## config.mk

```make
export PLATFORM = sky130hd
export DESIGN_NAME = mc_data_sync
export DESIGN_NICKNAME = d
export VERILOG_FILES = /design/src/rtl/mc_data_sync.sv
export SDC_FILE = /design/constraint.sdc
export NUM_CORES = 1
export LEC_CHECK = 0
export CORE_ASPECT_RATIO = 0.8
export CORE_MARGIN = 2
export CORE_UTILIZATION = 42
export CTS_CLUSTER_SIZE = 25
export DETAILED_ROUTE_END_ITERATION = 6
export GPL_TIMING_DRIVEN = 0
export PLACE_DENSITY = 0.82
export SLEW_MARGIN = 40
export SYNTH_ARGS = -nofsm -noshare
export SYNTH_HDL_FRONTEND = slang
export SYNTH_SLANG_ARGS = --single-unit
```

## constraint.sdc

```tcl
create_clock -name clk -period 1.2 [get_ports clk]
set_input_delay 0.12 -clock clk [delete_from_list [all_inputs] [get_ports clk]]
set_output_delay 0.12 -clock clk [all_outputs]
set_load 0.05 [all_outputs]
```

## src/rtl/mc_data_sync.sv

```systemverilog
// -----------------------------------------------------------------------------
// mc_data_sync
//
// Multi-channel data synchroniser. Each channel carries an asynchronous enable
// through a NUM_STAGES flop chain. An event on the synchronised enable
// captures the channel's source word into a holding register:
//   - level mode (TOGGLE_MODE=0): the event is a rising edge of the enable.
//   - toggle mode (TOGGLE_MODE=1): the event is either edge of the enable.
// The held word is offered to a consumer with a valid/ready pair.
// Channels are fully independent; each one is a separate generate instance.
//
// Ports
//   clk          in   destination clock
//   rst          in   synchronous active-high reset
//   unsync_bus   in   [NUM_CH*BUS_WIDTH] source data, channel c at [c*BUS_WIDTH +: BUS_WIDTH]
//   bus_enable   in   [NUM_CH] asynchronous per-channel enable
//   sync_ready   in   [NUM_CH] consumer accepts the held word
//   overrun_clr  in   clears every overrun flag
//   sync_bus     out  [NUM_CH*BUS_WIDTH] captured data, same packing as unsync_bus
//   enable_pulse out  [NUM_CH] one-cycle strobe in the cycle after a capture
//   sync_valid   out  [NUM_CH] held word not yet accepted
//   ack          out  [NUM_CH] synchronised enable level returned to the source
//   overrun      out  [NUM_CH] sticky: a capture replaced an unaccepted word
//
// Handshake: a word is transferred on a clock edge where sync_valid=1 and
// sync_ready=1. sync_valid rises on the capturing edge and falls on a
// transfer edge that has no new capture. A capture on a transfer edge
// replaces the accepted word, so sync_valid stays high and no overrun is
// flagged. A capture while sync_valid=1 and sync_ready=0 replaces a word the
// consumer never saw and sets overrun. sync_ready while sync_valid=0 is ignored.
// -----------------------------------------------------------------------------
module mc_data_sync #(
  parameter int NUM_STAGES  = 2,
  parameter int BUS_WIDTH   = 8,
  parameter int NUM_CH      = 2,
  parameter int TOGGLE_MODE = 0
) (
  input  logic                        clk,
  input  logic                        rst,
  input  logic [NUM_CH*BUS_WIDTH-1:0] unsync_bus,
  input  logic [NUM_CH-1:0]           bus_enable,
  input  logic [NUM_CH-1:0]           sync_ready,
  input  logic                        overrun_clr,
  output logic [NUM_CH*BUS_WIDTH-1:0] sync_bus,
  output logic [NUM_CH-1:0]           enable_pulse,
  output logic [NUM_CH-1:0]           sync_valid,
  output logic [NUM_CH-1:0]           ack,
  output logic [NUM_CH-1:0]           overrun
);

  for (genvar gc = 0; gc < NUM_CH; gc++) begin : g_ch
    logic [NUM_STAGES-1:0] r_sync;
    logic                  r_sen_d;
    logic [BUS_WIDTH-1:0]  r_data;
    logic                  r_pulse;
    logic                  r_valid;
    logic                  r_ovr;

    logic                  w_sen;
    logic                  w_event;
    logic                  w_ovr_set;
    logic                  w_accept;

    // Last chain stage is the synchronised enable.
    assign w_sen = r_sync[NUM_STAGES-1];

    if (TOGGLE_MODE != 0) begin : g_toggle
      assign w_event = w_sen ^ r_sen_d;
    end else begin : g_level
      assign w_event = w_sen & ~r_sen_d;
    end

    // Only a capture onto an unaccepted word is an overrun.
    assign w_ovr_set = w_event & r_valid & ~sync_ready[gc];
    assign w_accept  = r_valid & sync_ready[gc];

    always_ff @(posedge clk) begin
      if (rst) begin
        r_sync  <= '0;
        r_sen_d <= 1'b0;
        r_data  <= '0;
        r_pulse <= 1'b0;
        r_valid <= 1'b0;
        r_ovr   <= 1'b0;
      end else begin
        r_sync  <= {r_sync[NUM_STAGES-2:0], bus_enable[gc]};
        r_sen_d <= w_sen;
        r_pulse <= w_event;

        if (w_event) begin
          r_data  <= unsync_bus[gc*BUS_WIDTH +: BUS_WIDTH];
          r_valid <= 1'b1;
        end else if (w_accept) begin
          r_valid <= 1'b0;
        end

        // A set on the same edge as a clear wins.
        if (w_ovr_set) begin
          r_ovr <= 1'b1;
        end else if (overrun_clr) begin
          r_ovr <= 1'b0;
        end
      end
    end

    assign sync_bus[gc*BUS_WIDTH +: BUS_WIDTH] = r_data;
    assign enable_pulse[gc]                    = r_pulse;
    assign sync_valid[gc]                      = r_valid;
    assign ack[gc]                             = r_sen_d;
    assign overrun[gc]                         = r_ovr;
  end

endmodule

```

==> results of run 1 <==
report_power, final:
group | internal, mW | leakage [nW] | switching (mW)
Clock | 0.118 | 0.0138 | 0.242
Sequential | 0.960 | 0.228 | 0.0142
Combinational | 0.115 | 0.364 | 0.150
Total | 1.19 | 0.606 | 0.406
state kept, by name, summed over array words and instances, names as in the netlist:
signal,cells
g_ch.r_sync,4
g_ch.r_data,16
g_ch.r_sen_d,2
g_ch.r_ovr,2
g_ch.r_valid,2
g_ch.r_pulse,2
layer usage:
| metal | routed length (um) | vias to the layer above | GRT usage, % |
|---|---|---|---|
| met4 | 20 | 0 | 5.581 |
| met2 | 1052 | 28 | 28.64 |
| li1 | - | 444 | - |
| met1 | 1012 | 391 | 20.37 |
| met3 | 140 | 2 | 6.061 |
| met5 | 0 | - | 0 |
area by class of cell:
type / count / area, um2
fillers: 204 / 799.5
plain buffers: 15 / 100.1
flip-flops and latches: 28 / 560.5
multi-input cells: 68 / 317.8
repair buffers: 45 / 356.6
well taps: 25 / 31.28
inverters: 2 / 7.507
clock buffers: 3 / 22.52
synth_stat cells:
cell	count	area share (%)
nand2_1	32	12
dfxtp_1	28	57
a21oi_1	18	9.1
buf_4	10	7.6
nor2b_1	10	6.3
buf_2	5	2.5
nand2b_1	4	2.5
inv_1	2	0.76
nor2_1	2	0.76
o22ai_1	2	1.3
worst max-delay path by stage:
stage               depth (start not counted)  slack (ns)              start                 to
floorplan                                   2        0.30  g_ch[0].r_data[0]  g_ch[0].r_data[0]
global placement                            2       -0.15    g_ch[0].r_sen_d             ack[0]
detailed placement                          2       -0.16    g_ch[0].r_sen_d             ack[0]
CTS                                         1        0.01  g_ch[1].r_data[2]       sync_bus[10]
global route                                1       0.002  g_ch[0].r_data[2]        sync_bus[2]
finish                                      1        0.04  g_ch[0].r_data[2]        sync_bus[2]
per-stage QoR:
step	utilization (%)	hold slack (ns)	setup TNS (ns)	power [mW]	setup slack, ns
after floorplan	-	0.2482	0	1.148	0.3032
after global placement	66.84	0.4069	-1.375	1.275	-0.1549
after detailed placement	66.84	0.4118	-1.553	1.281	-0.1610
after CTS	67.07	0.05820	0	1.625	0.01103
after global routing	63.59	0.06564	0	1.668	0.001864
final	63.59	0.06448	0	1.599	0.04079
placed cells by master, fill, tap and decap left out:
cell and instances:
a21oi_1 18, buf_2 23, buf_4 11, clkbuf_4 5, clkdlybuf4s15_2 3, clkdlybuf4s50_1 21, dfxtp_1 28, inv_1 2
nand2_1 32, nand2b_1 4, nor2_1 2, nor2b_1 10, o22ai_1 2
kinds of logic after synthesis:
family | synth area share [%]
and+or+nand+nor | 21.83
DFF | 56.85
AOI/OAI and AO/OA | 10.41
buffers and inverters | 10.91
==> results.sh, run 1 <==
export IMPL_synth_distinct_cells=10
export IMPL_path_cells="clkdlybuf4s15_2"
export IMPL_grt_pass1_vias=770
export IMPL_viasPerCell=4.651
export IMPL_ff2ff_setup_slack_ns=0.23
export IMPL_fin_cells=186
export IMPL_peakVddDrop_mv=0.8212
export IMPL_holdCritStartpoint="rst"
export IMPL_r2r_cells=4
export IMPL_ys_warn_count=0
export IMPL_cts_sinks=28
export IMPL_crit_required_ns=1.08
export IMPL_r2r_end="g_ch[0].r_data[6]"
export IMPL_core_area_um2=2196
export IMPL_syn_nets=136
export IMPL_min_to="g_ch[1].r_sync[0]"
export IMPL_cp_top_family="buffers and inverters"
export IMPL_fp_dieH_um=47.34
export IMPL_grt_usage_pct=16.85
export IMPL_routed_wl_um=2226
export IMPL_path_buf_inv=1
export IMPL_synth_seq_area_share_pct=56.85
export IMPL_diodes=0
export IMPL_grt_max_degree=15
export IMPL_cts_buffer_depth=2
export IMPL_cts_setup_buffers=0
export IMPL_rr_startpoint="g_ch[0].r_sen_d"
export IMPL_drive_above_1_share_pct=26.09
export IMPL_gp_congestion=0.7340
export IMPL_vias=865
export IMPL_tightest_slew_ns=0.2800
export IMPL_ctsHoldBuffers=0
export IMPL_design_area_um2=1396
export IMPL_post_dp_hpwl_um=1700
export IMPL_crit_path_max_incr_delay_ns=0.37
export IMPL_initial_core_util_pct=44.90
export IMPL_placement_rows=15
export IMPL_period_minus_slack_ns=1.159
export IMPL_leakagePower_nw=0.6056
export IMPL_dieArea_um2=2753
export IMPL_cp_start_kind="flop"
export IMPL_power_density_nw_per_um2=1145
export IMPL_hold_violations=0
export IMPL_grt_overflow_total=0
export IMPL_num_nets_final=186
export IMPL_drtAntennaViolNets=0
export IMPL_status="completed"
export IMPL_path_max_fanout=2
export IMPL_cts_resized=87
export IMPL_clkTransAtPathRegs_ns=0.13
export IMPL_fin_worst_skew_ns=0.002982
export IMPL_htree_levels=1
export IMPL_crit_type="flop to output pin"
export IMPL_min_path_type="input pin to flop"
export IMPL_relSlewSlack_pct=81.42
export IMPL_io_buffers=45
export IMPL_area_growth_pct=41.62
export IMPL_setup_viol=0
export IMPL_rsz0062_at_grt="no"
export IMPL_wl_per_cell_um=11.97
export IMPL_critical_path_arrival_ns=1.04
export IMPL_drt_pass1_iterations=4
export IMPL_clk_latency_ns=0.31
export IMPL_die_x_um=58.17
export IMPL_antenna_found_initial=0
export IMPL_drcViolationCount=0
export IMPL_drt_first_iter_violations=19
export IMPL_worst_path_max_delay_cell="clkdlybuf4s15_2"
export IMPL_critPathCaptureType="output pin"
export IMPL_slew_viol_final=0
export IMPL_cts_made_buffers=3
export IMPL_max_freq_mhz=862.7
export IMPL_syn_mean_instance_area_um2=8.725
export IMPL_clockRootBuffer="clkbuf_4"
export IMPL_ys_ff_latch=28
export IMPL_io_pins=47
export IMPL_period_share_pct=96.60
export IMPL_placed_area_um2=1468
export IMPL_min_path_cells=2
export IMPL_cap_violations=0
export IMPL_grt_pass1_wl_um=3346
export IMPL_syn_inst=113
export IMPL_place_inst=183
export IMPL_syn_area_um2=985.9
export IMPL_cts_tree="yes"
Power figures use the tool's default switching activity.
==> run 2: changes to the inputs <==
--- a/config.mk
+++ b/config.mk
@@ -12,7 +12,7 @@
 export DETAILED_ROUTE_END_ITERATION = 6
 export GPL_TIMING_DRIVEN = 0
 export PLACE_DENSITY = 0.82
-export SLEW_MARGIN = 40
+export SLEW_MARGIN = 5
 export SYNTH_ARGS = -nofsm -noshare
 export SYNTH_HDL_FRONTEND = slang
 export SYNTH_SLANG_ARGS = --single-unit
==> results of run 2 <==
No change in the layout: final DEF, timing and power equal those of run 1.
==> run 3: changes to the inputs <==
--- a/config.mk
+++ b/config.mk
@@ -6,7 +6,7 @@
 export NUM_CORES = 1
 export LEC_CHECK = 0
 export CORE_ASPECT_RATIO = 0.8
-export CORE_MARGIN = 2
+export CORE_MARGIN = 3
 export CORE_UTILIZATION = 42
 export CTS_CLUSTER_SIZE = 25
 export DETAILED_ROUTE_END_ITERATION = 6
==> run 3 against run 2 <==
  * Clock skew rose by 0.00087 ns
  * Die area rose by 7.8%
  * Combinational power barely moved
  * Critical endpoint is now sync_bus[8]
  * Non-clock buffer count did not move
  * Register-to-register slack barely moved
  * Sequential power barely moved
  * Maximum frequency fell by 0.17%
  * Worst hold slack got worse by 0.0082 ns
==> results.sh, run 3 (synthesized netlist as in run 1, its figures left out) <==
export IMPL_clockRootBuffer="clkbuf_4"
export IMPL_crit_type="flop to output pin"
export IMPL_reg_top3="g_ch.r_data (16), g_ch.r_sync (4)"
export IMPL_cap_violations=0
export IMPL_clk_latency_ns=0.32
export IMPL_power_density_nw_per_um2=1144
export IMPL_post_place_ws_ns=-0.1801
export IMPL_path_buf_inv=1
export IMPL_cts_setup_buffers=0
export IMPL_core_area_um2=2196
export IMPL_cp_top_family="buffers and inverters"
export IMPL_pwr_share_comb_pct=16.6
export IMPL_seqCellArea_um2=561.8
export IMPL_utilization_pct=63.93
export IMPL_regMostFlops="g_ch.r_data"
export IMPL_status="completed"
export IMPL_rsz0062_at_grt="no"
export IMPL_min_path_type="input pin to flop"
export IMPL_drive_above_1_share_pct=26.71
export IMPL_relSlewSlack_pct=81.09
export IMPL_swShare_pct=25.63
export IMPL_antenna_found_initial=0
export IMPL_postLayoutSetupSlackWorst_ns=0.03876
export IMPL_peakVddDrop_mv=1.024
export IMPL_routed_wl_um=2305
export IMPL_fin_hold_ws_ns=0.05628
export IMPL_grt_pass1_vias=781
export IMPL_io_pins=47
export IMPL_gp_congestion=0.7269
export IMPL_crit_required_ns=1.08
export IMPL_drcViolationCount=0
export IMPL_period_minus_slack_ns=1.161
export IMPL_viasPerCell=4.656
export IMPL_p_switching_mw=0.4116
export IMPL_io_buffers=45
export IMPL_fillerInstances=194
export IMPL_drt_pass1_iterations=4
export IMPL_die_x_um=60.17
export IMPL_htree_levels=1
export IMPL_fin_worst_skew_ns=0.003855
export IMPL_clkTransAtPathRegs_ns=0.13
export IMPL_layout_commonest_cell="nand2_1"
export IMPL_grt_overflow_total=0
export IMPL_hold_violations=0
export IMPL_multi_input_area_um2=317.8
export IMPL_setup_viol=0
export IMPL_dieArea_um2=2968
export IMPL_grt_usage_pct=16.13
export IMPL_largest_register_ff_count=16
export IMPL_crit_path_max_incr_delay_ns=0.37
export IMPL_fin_cells=186
export IMPL_wl_per_cell_um=12.39
export IMPL_num_nets_final=186
export IMPL_setup_tns_ns=0
export IMPL_design_area_um2=1404
export IMPL_leakagePower_nw=0.6052
export IMPL_tightest_slew_ns=0.2850
export IMPL_cts_tree="yes"
export IMPL_vias=866
export IMPL_path_cells="clkdlybuf4s15_2"
export IMPL_max_freq_mhz=861.2
export IMPL_critPathCaptureType="output pin"
export IMPL_cts_sinks=28
export IMPL_p_total_mw=1.606
export IMPL_placed_area_um2=1468
export IMPL_path_max_fanout=2
export IMPL_cts_buffer_depth=2
export IMPL_period_share_pct=96.77
export IMPL_p_clk_share_pct=22.7
export IMPL_post_dp_hpwl_um=1785
export IMPL_grt_max_degree=15
export IMPL_area_growth_pct=42.39
export IMPL_cts_made_buffers=3
export IMPL_placement_rows=15
export IMPL_diodes=0
export IMPL_p_seq_share_pct=60.7
export IMPL_grt_pass1_wl_um=3643
export IMPL_worst_path_max_delay_cell="clkdlybuf4s15_2"
export IMPL_p_int_mw=1.194
export IMPL_slew_viol_final=0
export IMPL_critical_path_arrival_ns=1.04
export IMPL_fp_dieH_um=49.34
export IMPL_drtAntennaViolNets=0
export IMPL_place_inst=183
export IMPL_initial_core_util_pct=44.90
export IMPL_drt_first_iter_violations=30
export IMPL_cp_start_kind="flop"
export IMPL_layout_common_cells="32 x nand2_1, 27 x dfxtp_1, 22 x buf_2"
==> run 3: changes by cell type in the layout (fill, tap and decap cells not counted), sizes merged <==
cell,before,now
buf,34,33
clkbuf,5,4
clkdlybuf4s15,3,2
clkdlybuf4s18,0,3
==> run 3: per-layer routing <==
layer | routed length, um | vias up | GRT usage, % | part of all wire [%]
li1 | - | 443 | - | -
met3 | 164 | 6 | 5.291 | 7.1
met4 | 39 | 0 | 2.214 | 1.7
met5 | 0 | - | 0 | 0
met1 | 970 | 390 | 19.77 | 42
met2 | 1131 | 27 | 27.70 | 49
==> run 3: area by class of cell <==
class / count / share of cell area (%)
multi-input combinational: 68 / 22.64
buffer: 15 / 7.130
sequential: 28 / 40.02
clock buffer: 3 / 1.604
inverter: 2 / 0.5348
tap: 25 / 2.228
timing repair buffer: 45 / 25.85
==> run 3: power by group through the flow <==
stage          Clock [mW]  Sequential (mW)  Combinational (mW)
2_1_floorplan           0             1.06              0.0920
3_3_place_gp            0            0.994               0.281
3_5_place_dp            0            0.996               0.286
4_1_cts             0.370            0.975               0.276
5_1_grt             0.409            0.979               0.284
6_report            0.364            0.975               0.267
==> run 3: final timing paths <==
| path | startpoint | endpoint | slack, ns | depth (start not counted) |
|---|---|---|---|---|
| worst min register to register | g_ch[0].r_sync[0] | g_ch[0].r_sync[1] | 0.46 | 1 |
| worst max-delay path | g_ch[1].r_data[0] | sync_bus[8] | 0.04 | 1 |
| worst min-delay path | rst | g_ch[0].r_sen_d | 0.06 | 2 |
| worst max register to register | g_ch[1].r_sync[1] | g_ch[1].r_data[6] | 0.22 | 4 |
==> run 3: timing repair <==
action / in CTS / in global routing
setup endpoints to repair: 24 / 16
gates resized for setup: 87 / 27
hold buffers: 0 / 0
